<file path="src/rtl/huffman_stream_packer.sv">
// huffman_stream_packer
//   Huffman encoder. A symbol->{len,code} table is programmed over Avalon-MM
//   writes. Symbols arrive on a valid/ready stream, are looked up, and their
//   codes are packed MSB-first into OUT_W-bit words that leave on a
//   valid/ready stream. A flush drains the accumulator and emits a final
//   (possibly partial, possibly empty) word marked with out_last.
// Ports
//   clock, resetn                  : clock, async active-low reset
//   chipselect/write/read          : Avalon-MM slave strobes
//   writedata                      : [SYM_W-1:0] sym, then LEN_W len, then MAX_LEN code
//   readdata                       : [0] busy, [1] err_unmapped, [31:16] words emitted
//   sym_valid/sym_ready/sym_data   : input symbol stream
//   flush                          : one-cycle drain request
//   out_valid/out_ready/out_data   : packed word stream
//   out_bits                       : valid bits in out_data
//   out_last                       : final word of a flush
module huffman_stream_packer #(
  parameter int SYM_W   = 6,
  parameter int MAX_LEN = 16,
  parameter int OUT_W   = 32
) (
  input  logic                         clock,
  input  logic                         resetn,
  input  logic                         chipselect,
  input  logic                         write,
  input  logic                         read,
  input  logic [31:0]                  writedata,
  output logic [31:0]                  readdata,
  input  logic                         sym_valid,
  output logic                         sym_ready,
  input  logic [SYM_W-1:0]             sym_data,
  input  logic                         flush,
  output logic                         out_valid,
  input  logic                         out_ready,
  output logic [OUT_W-1:0]             out_data,
  output logic [$clog2(OUT_W+1)-1:0]   out_bits,
  output logic                         out_last
);

  localparam int LEN_W  = $clog2(MAX_LEN + 1);
  localparam int ENT_W  = LEN_W + MAX_LEN;
  localparam int ACC_W  = 2 * OUT_W;
  localparam int BITS_W = $clog2(OUT_W + 1);
  localparam int FILL_W = $clog2(ACC_W + 1);
  localparam int SUM_W  = FILL_W + 2;
  localparam int DEPTH  = 2 ** SYM_W;

  localparam logic [FILL_W-1:0] OUT_W_F = FILL_W'(OUT_W);
  localparam logic [FILL_W-1:0] ACC_W_F = FILL_W'(ACC_W);
  localparam logic [SUM_W-1:0]  MAXL_S  = SUM_W'(MAX_LEN);
  localparam logic [SUM_W-1:0]  ACC_W_S = SUM_W'(ACC_W);

  typedef enum logic [1:0] {ST_RUN, ST_FLUSH, ST_LAST} state_t;

  // Code table: not reset, survives resetn.
  logic [ENT_W-1:0] table_mem [DEPTH];

  always_ff @(posedge clock) begin
    if (chipselect && write) begin
      table_mem[writedata[SYM_W-1:0]] <= writedata[SYM_W +: ENT_W];
    end
  end

  if (SYM_W + ENT_W < 32) begin : g_wd_spare
    logic unused_wd;
    assign unused_wd = ^writedata[31:SYM_W+ENT_W];
  end

  state_t             state_q, state_d;
  logic               en_q, en_d;
  logic               sym_v_q, sym_v_d;
  logic [SYM_W-1:0]   sym_q, sym_d;
  logic               ent_v_q, ent_v_d;
  logic [ENT_W-1:0]   ent_q, ent_d;
  logic [ACC_W-1:0]   acc_q, acc_d;
  logic [FILL_W-1:0]  fill_q, fill_d;
  logic               out_valid_q, out_valid_d;
  logic [OUT_W-1:0]   out_data_q, out_data_d;
  logic [BITS_W-1:0]  out_bits_q, out_bits_d;
  logic               out_last_q, out_last_d;
  logic [15:0]        words_q, words_d;
  logic               err_q, err_d;
  logic [31:0]        readdata_q, readdata_d;

  logic               pending, busy, fits, accept, out_hs;
  logic               emit_full, last_load, append;
  logic [SUM_W-1:0]   reserve;
  logic [LEN_W-1:0]   ent_len;
  logic [MAX_LEN-1:0] ent_code;
  logic [ACC_W-1:0]   acc_e;
  logic [FILL_W-1:0]  fill_e, shamt;

  always_comb begin
    pending = sym_v_q | ent_v_q;
    busy    = (state_q != ST_RUN) | (fill_q != '0) | pending | out_valid_q;

    // Space is reserved for every lookup in flight (up to two), so the
    // accumulator cannot overflow even if the sink stalls indefinitely.
    reserve = (sym_v_q ? MAXL_S : '0) + (ent_v_q ? MAXL_S : '0);
    fits    = ({2'b00, fill_q} + reserve + MAXL_S) <= ACC_W_S;

    sym_ready = en_q & (state_q == ST_RUN) & ~flush & fits;
    accept    = sym_valid & sym_ready;
    out_hs    = out_valid_q & out_ready;

    sym_v_d = accept;
    sym_d   = accept ? sym_data : sym_q;
    ent_v_d = sym_v_q;
    ent_d   = sym_v_q ? table_mem[sym_q] : ent_q;

    ent_len  = ent_q[LEN_W-1:0];
    ent_code = ent_q[ENT_W-1:LEN_W] & ~({MAX_LEN{1'b1}} << ent_len);
    append   = ent_v_q & (ent_len != '0);

    // Full word leaves first; the new code then lands below the reduced fill.
    emit_full = (fill_q >= OUT_W_F) & (~out_valid_q | out_ready);
    acc_e     = emit_full ? (acc_q << OUT_W) : acc_q;
    fill_e    = emit_full ? (fill_q - OUT_W_F) : fill_q;
    shamt     = ACC_W_F - fill_e - FILL_W'(ent_len);

    last_load = (state_q == ST_LAST) & ~(out_valid_q & out_last_q)
              & (~out_valid_q | out_ready);

    acc_d  = append ? (acc_e | (ACC_W'(ent_code) << shamt)) : acc_e;
    fill_d = append ? (fill_e + FILL_W'(ent_len)) : fill_e;
    if (last_load) begin
      acc_d  = '0;
      fill_d = '0;
    end

    out_valid_d = out_valid_q & ~out_ready;
    out_data_d  = out_data_q;
    out_bits_d  = out_bits_q;
    out_last_d  = out_last_q;
    if (emit_full) begin
      out_valid_d = 1'b1;
      out_data_d  = acc_q[ACC_W-1 -: OUT_W];
      out_bits_d  = BITS_W'(OUT_W);
      out_last_d  = 1'b0;
    end else if (last_load) begin
      out_valid_d = 1'b1;
      out_data_d  = acc_q[ACC_W-1 -: OUT_W];
      out_bits_d  = BITS_W'(fill_q);
      out_last_d  = 1'b1;
    end

    state_d = state_q;
    case (state_q)
      ST_RUN:   if (flush) state_d = ST_FLUSH;
      ST_FLUSH: if (!pending && fill_q < OUT_W_F) state_d = ST_LAST;
      ST_LAST:  if (out_hs && out_last_q) state_d = ST_RUN;
      default:  state_d = ST_RUN;
    endcase

    en_d    = 1'b1;
    words_d = words_q + (out_hs ? 16'd1 : 16'd0);

    // A lookup miss in the same cycle as a status read stays flagged.
    err_d = err_q;
    if (chipselect && read) err_d = 1'b0;
    if (ent_v_q && ent_len == '0) err_d = 1'b1;

    readdata_d = readdata_q;
    if (chipselect && read) begin
      readdata_d = {words_q, 14'b0, err_q, busy};
    end
  end

  always_ff @(posedge clock or negedge resetn) begin
    if (!resetn) begin
      state_q     <= ST_RUN;
      en_q        <= 1'b0;
      sym_v_q     <= 1'b0;
      sym_q       <= '0;
      ent_v_q     <= 1'b0;
      ent_q       <= '0;
      acc_q       <= '0;
      fill_q      <= '0;
      out_valid_q <= 1'b0;
      out_data_q  <= '0;
      out_bits_q  <= '0;
      out_last_q  <= 1'b0;
      words_q     <= '0;
      err_q       <= 1'b0;
      readdata_q  <= '0;
    end else begin
      state_q     <= state_d;
      en_q        <= en_d;
      sym_v_q     <= sym_v_d;
      sym_q       <= sym_d;
      ent_v_q     <= ent_v_d;
      ent_q       <= ent_d;
      acc_q       <= acc_d;
      fill_q      <= fill_d;
      out_valid_q <= out_valid_d;
      out_data_q  <= out_data_d;
      out_bits_q  <= out_bits_d;
      out_last_q  <= out_last_d;
      words_q     <= words_d;
      err_q       <= err_d;
      readdata_q  <= readdata_d;
    end
  end

  assign out_valid = out_valid_q;
  assign out_data  = out_data_q;
  assign out_bits  = out_bits_q;
  assign out_last  = out_last_q;
  assign readdata  = readdata_q;

endmodule

</file>
<file path="config.mk">
export PLATFORM = sky130hd
export DESIGN_NAME = huffman_stream_packer
export DESIGN_NICKNAME = d
export VERILOG_FILES = /design/src/rtl/huffman_stream_packer.sv
export SDC_FILE = /design/constraint.sdc
export NUM_CORES = 2
export LEC_CHECK = 0
export CAP_MARGIN = 30
export CORE_MARGIN = 2
export CORE_UTILIZATION = 34
export DETAILED_ROUTE_END_ITERATION = 10
export HOLD_SLACK_MARGIN = 0.08
export PLACE_DENSITY = 0.53
export SYNTH_ARGS = -nofsm -noshare
export SYNTH_HDL_FRONTEND = slang
export SYNTH_SLANG_ARGS = --single-unit
</file>
<file path="constraint.sdc">
create_clock -name clock -period 8.8 [get_ports clock]
set_input_delay 1.32 -clock clock [delete_from_list [all_inputs] [get_ports clock]]
set_output_delay 1.32 -clock clock [all_outputs]
set_load 0.05 [all_outputs]
</file>
# Word-level counts from Yosys, hierarchy flattened
# Memory sizes are Yosys's and may differ from the RTL's. A register that Yosys moved wholly into a read port is not among the register bits.
# Cells that the tools add are included.
[totals]
ff_bits = 157
mem_bits_rw = 1344
inputBits = 46
word_cells = 96
mem_count = 1
[mem_list]
columns = ["name", "words", "width", "rd", "rd_clocked_by_memory_dff", "write_ports", "line", "text"]
rows = [
  ["table_mem", 64, 21, 1, 1, 1, "56", "logic [ENT_W-1:0] table_mem [DEPTH];"],
]
[classes]
add_sub_neg = 8
magnitude_cmp = 3
n_eq_ne = 5
n_shift = 2
mux = 25
bitwise = 23
reduce_logical = 15
[ops]
columns = ["cell", "n"]
rows = [
  ["64-bit two-way mux", 3],
  ["32-bit two-way mux", 2],
  ["64-bit bitwise OR", 1],
  ["16-bit by 7-bit << shifter with 64-bit output", 1],
  ["7-bit two-way mux", 3],
  ["16-bit by 1-bit adder with 16-bit output", 1],
  ["16-bit bitwise AND", 1],
  ["16-bit inverter", 1],
  ["16-bit by 5-bit << shifter with 16-bit output (first input constant)", 1],
  ["6-bit two-way mux", 2],
  ["1-bit bitwise AND", 11],
  ["5-bit two-way mux", 2],
  ["8-bit by 5-bit adder with 9-bit output (second input constant)", 1],
  ["9-bit by 7-bit less-or-equal comparator with 1-bit output (second input constant)", 1],
  ["1-bit two-way mux", 9],
  ["7-bit by 6-bit adder with 8-bit output", 1],
  ["7-bit by 5-bit adder with 7-bit output", 1],
  ["7-bit by 6-bit greater-or-equal comparator with 1-bit output (second input constant)", 1],
  ["7-bit by 6-bit < comparator with 1-bit output (second input constant)", 1],
  ["7-bit nonzero test", 1],
  ["7-bit by 5-bit subtractor with 7-bit output", 1],
  ["7-bit by 6-bit subtractor with 7-bit output (second input constant)", 1],
  ["7-bit subtractor (first input constant)", 1],
  ["5-bit by 5-bit adder with 6-bit output", 1],
  ["15 further kinds", 32],
]

# Logic depth before layout (Yosys ltp)
[logic_depth]
word_depth = 10
mapped_depth = 15
depth_no_buf = 11

# Worst setup path before layout
# No wires, ideal clock.
[synth_path]
path_type = "register to output"
startpoint = "register sym_v_q (netlist: ent_v_d)"
endpoint = "output port sym_ready"
arrival_ps = 3103
t_required_ps = 7480
path_slack_ps = 4377
path_stages_with_launch = 10
n_path_buf = 1
cell_sequence = "dfrtp_1 inv_1 clkbuf_1 ha_1 inv_1 ha_1 ha_1 fa_1 o31a_1 nor3_1"
[synth_between]
elab_chain_len = 6
[synth_rtl]
columns = ["item", "line", "text"]
rows = [
  ["start: declaration", "71", "logic sym_v_q, sym_v_d;"],
  ["start signal: assignment", "189", "sym_v_q <= sym_v_d;"],
  ["5-bit two-way mux", "99", "reserve = (sym_v_q ? MAXL_S : '0) + (ent_v_q ? MAXL_S : '0);"],
  ["5-bit by 5-bit adder with 6-bit output", "99", ""],
  ["7-bit by 6-bit adder with 8-bit output", "100", "fits = ({2'b00, fill_q} + reserve + MAXL_S) <= ACC_W_S;"],
  ["8-bit by 5-bit adder with 9-bit output", "100", ""],
  ["9-bit by 7-bit less-or-equal comparator with 1-bit output", "100", ""],
  ["1-bit bitwise AND", "102", "sym_ready = en_q & (state_q == ST_RUN) & ~flush & fits;"],
  ["end: declaration", "30", "output logic sym_ready,"],
]
# No other way between the ends.

# Final worst setup path
# Same ends and word-level chain as after synthesis.

==> impl_results.md <==
- Cells resized by post-CTS repair: 0
- Fraction of layout cells with a size suffix above 1: 0.273
- Layout fillers: 15971
- Kind of critical path: reg2out
- Worst Path Arrival: 4.69 ns
- VDD IR max: 0.443 mV
- Final Wtd Congestion: between 0.8 and 0.9
- Most used standard cells in the synthesized netlist: 1344 x edfxtp_1, 378 x mux4_2, 178 x dfrtp_1, 142 x mux2i_1, 113 x nand2_1
- Cell Int Power: 0.0146 W
- DIE AREA: ~180000 µm²
- Clock transition time at the flip-flop clock pins of the worst setup and hold paths: 0.06 ns
- Worst hold path stage count: 0
- Period utilization: 0.683
- Horizontal die dimension: 427 µm
- Count of cell types in the netlist: 88
- Startpoint Class: register
- Biggest fanout along the worst timing path: 23
- PD cells: around 320 nW/µm²
- Global route overflow: 0
- Number of sinks on the clock net: 1522
- Detailed-route DRC error count: 0
- Post-Route Setup TNS: 0 ns
- Count of buffers added by post-CTS timing repair for setup: 0
- Cell taking the most area after synthesis: edfxtp_1
- Starting utilization of the core area: 0.342
- Total of endpoints with negative setup slack in the final report: 0
- Number of H-tree levels: 4
- Ys Warns: 0
- Max Clock Skew: 0.0572 ns
- GR Util All Layers: 0.167
- Global-route wire length before repair: 219 mm
- Depth of the worst register-to-register path: 6
- Kind of path behind the tightest hold check: reg2reg
- Syn Std Cell Area: 61000 µm²
- Core Footprint: 178000 µm²
- Proportion of netlist area held by the largest area contributor: 0.662
- Part of the power in the clock network: 0.287
- Final ANT Viol Nets: 0
- Routed vias: 30047
- Part of the power in combinational logic: 0.339
- Run status: complete, no violations
- Maximum number of pins on one net before global-route repair: 91
- Net switching power: just under 0.008 W
- Number of nets in the layout: 3308
- Number of ports placed on the die boundary: approximately 120
- Final critical path time including I/O delays and setup: about 6.0 ns
- Number of antenna violations at the first check in global routing: 12
- Total power: 0.0224 W
- Worst-case register-to-register setup slack: 4.55 ns
- Die height: 427 µm
- Clk_lat worst skew: roughly 0.80 ns
- Max Cap Violations: 0
- Via count of the first global-routing pass: 30595
- Number of buffers created by CTS: 156
- Area added between synthesis and finish: 15.0%
- Worst slew margin relative to its limit: 0.266
- Synth Area per Inst: 20.1 µm²
- Count of routing violations after the opening detailed-route iteration: 2796
- EDFF count, synth: roughly 1300
- Worst endpoint required time: between 7 and 8 ns
- Final instance count without filler cells: about 5700
- Final count of pins violating max slew: 0
- Setup repair after global routing missed its margin: no
- Placed wire-length estimate: 85.4 mm
- Total iterations of the first detailed-routing run: 5
- Number of core rows: 155
- Average routed wire per standard cell: between 20 and 30 µm
- Sequential-to-total area share from yosys stat: 0.735
- Main flop type after synthesis: edfxtp_1
- Type of element capturing the critical path: primary output
- Avg Vias per Cell: about 5.3
- Leakage dissipation: between 20 and 25 nW
- Most frequent cell after synthesis: edfxtp_1
- Hold-fix buffers, CTS: 0
- Total instance count after detailed placement: 5429
- FFs w/ async S/R, synth: 0.117
- Number of buffers added on ports: 99
- Slew @ Worst Pin: 1.10 ns
- Switching power as a share of total power: 0.347
- Clock root buffer: clkbuf_16
- Number of flip-flops and latches in the synthesized netlist: 1522
- Bufs on Longest Clock Path: 3
- Cells after synthesis: slightly above 3000
- Endpoints failing hold: 0
- Share of total power in sequential cells: 0.373
- TritonCTS clock tree: done
- Most area-consuming cells after synthesis: edfxtp_1 66%, mux4_2 14%, dfrtp_1 7.3%, mux2i_1 2.3%, mux2_2 1.3%
- Drt total wl: 152 mm
- Top achievable clock speed: 0.166 GHz
==> final cells by class <==
type	instances	area (µm²)	share of cell area
well taps	2355	2950	0.0420
inverters	26	97.6	0.00139
multi-input cells	1307	15300	0.219
clock inverters	89	803	0.0115
diodes	4	10.0	0.000143
clock buffers	198	4190	0.0597
flip-flops and latches	1522	44800	0.639
repair buffers	221	1920	0.0274
==> state kept, by name, indices dropped and copies added (netlist names) <==
name / cells
readdata: 18
words_q: 16
ent_v_q: 1
fill_q: 7
state_q: 2
out_data: 32
sym_q: 6
ent_v_d: 1
out_last: 1
out_valid: 1
acc_q: 64
err_q: 1
ent_q: 21
table_mem: 1344
en_q: 1
out_bits: 6
==> power groups by stage <==
stage | logic (W) | registers [W] | clock network [W]
CTS | 0.00765 | 0.00837 | 0.00660
global placement | 0.00758 | 0.00851 | 0
floorplan | 0.00529 | 0.00839 | 0
global route | 0.00811 | 0.00840 | 0.00689
finish | 0.00760 | 0.00836 | 0.00644
detailed placement | 0.00763 | 0.00852 | 0
==> worst max-delay path, stage by stage, from the launching register on <==
cell and delay (ns):
dfrtp_1 0.41, inv_1 0.71, ha_1 0.29, inv_1 0.05, ha_1 0.26, ha_1 0.19
fa_1 0.45, o31a_1 0.11, nor3_1 0.51, clkdlybuf4s50_1 0.93
==> cell usage in the layout (no fill, tap or decap), types with 36 or more instances in the layout <==
cell / netlist / routed
clkdlybuf4s50_1: 0 / 77
o21ai_0: 46 / 46
nor2_2: 1 / 63
dfrtp_1: 178 / 174
nand2_1: 113 / 113
mux4_2: 378 / 378
buf_4: 31 / 115
mux2_2: 68 / 68
clkinv_1: 1 / 36
mux2i_1: 142 / 142
edfxtp_1: 1344 / 1344
clkbuf_16: 0 / 159
a21oi_1: 55 / 54
nor2_1: 105 / 42
==> stage by stage <==
stage	utilization	cell area [µm²]	hold WS [ns]	worst slack [ns]
after detailed placement	0.365	65100	0.421	3.54
after floorplan	-	61000	0.395	4.38
after global routing	0.394	70100	0.438	2.54
after CTS	0.393	70100	0.434	2.72
final	0.394	70100	0.447	2.79
after global placement	0.365	65000	0.415	3.55
==> metal layers <==
layer / GRT usage / wire length (µm)
met1: 0.226 / 66300
met2: 0.274 / 74500
met3: 0.0340 / 8280
met4: 0.0444 / 3410
met5: 0 / 34
==> kinds of logic after synthesis <==
group | after synthesis | share of synthesized area
DFF | 1522 | 0.735
other | 2 | 0.000123
AOI/OAI and AO/OA | 306 | 0.0351
and+or+nand+nor | 347 | 0.0271
adders and majority gates | 28 | 0.00624
muxes | 590 | 0.176
xor gates and xnor gates | 21 | 0.00302
buffers and inverters | 216 | 0.0175
==> path summary, 6_finish.rpt <==
kind,startpoint,end
setup / recovery,ent_v_d,sym_ready
hold / removal,ent_v_d,ent_v_q
setup reg to reg,sym_q[2],ent_q[20]
hold reg to reg,ent_v_d,ent_v_q
max in group asynchronous,resetn,acc_q[58]
min in group asynchronous,resetn,readdata[31]
Note: power is estimated with default switching activity, not from simulation.
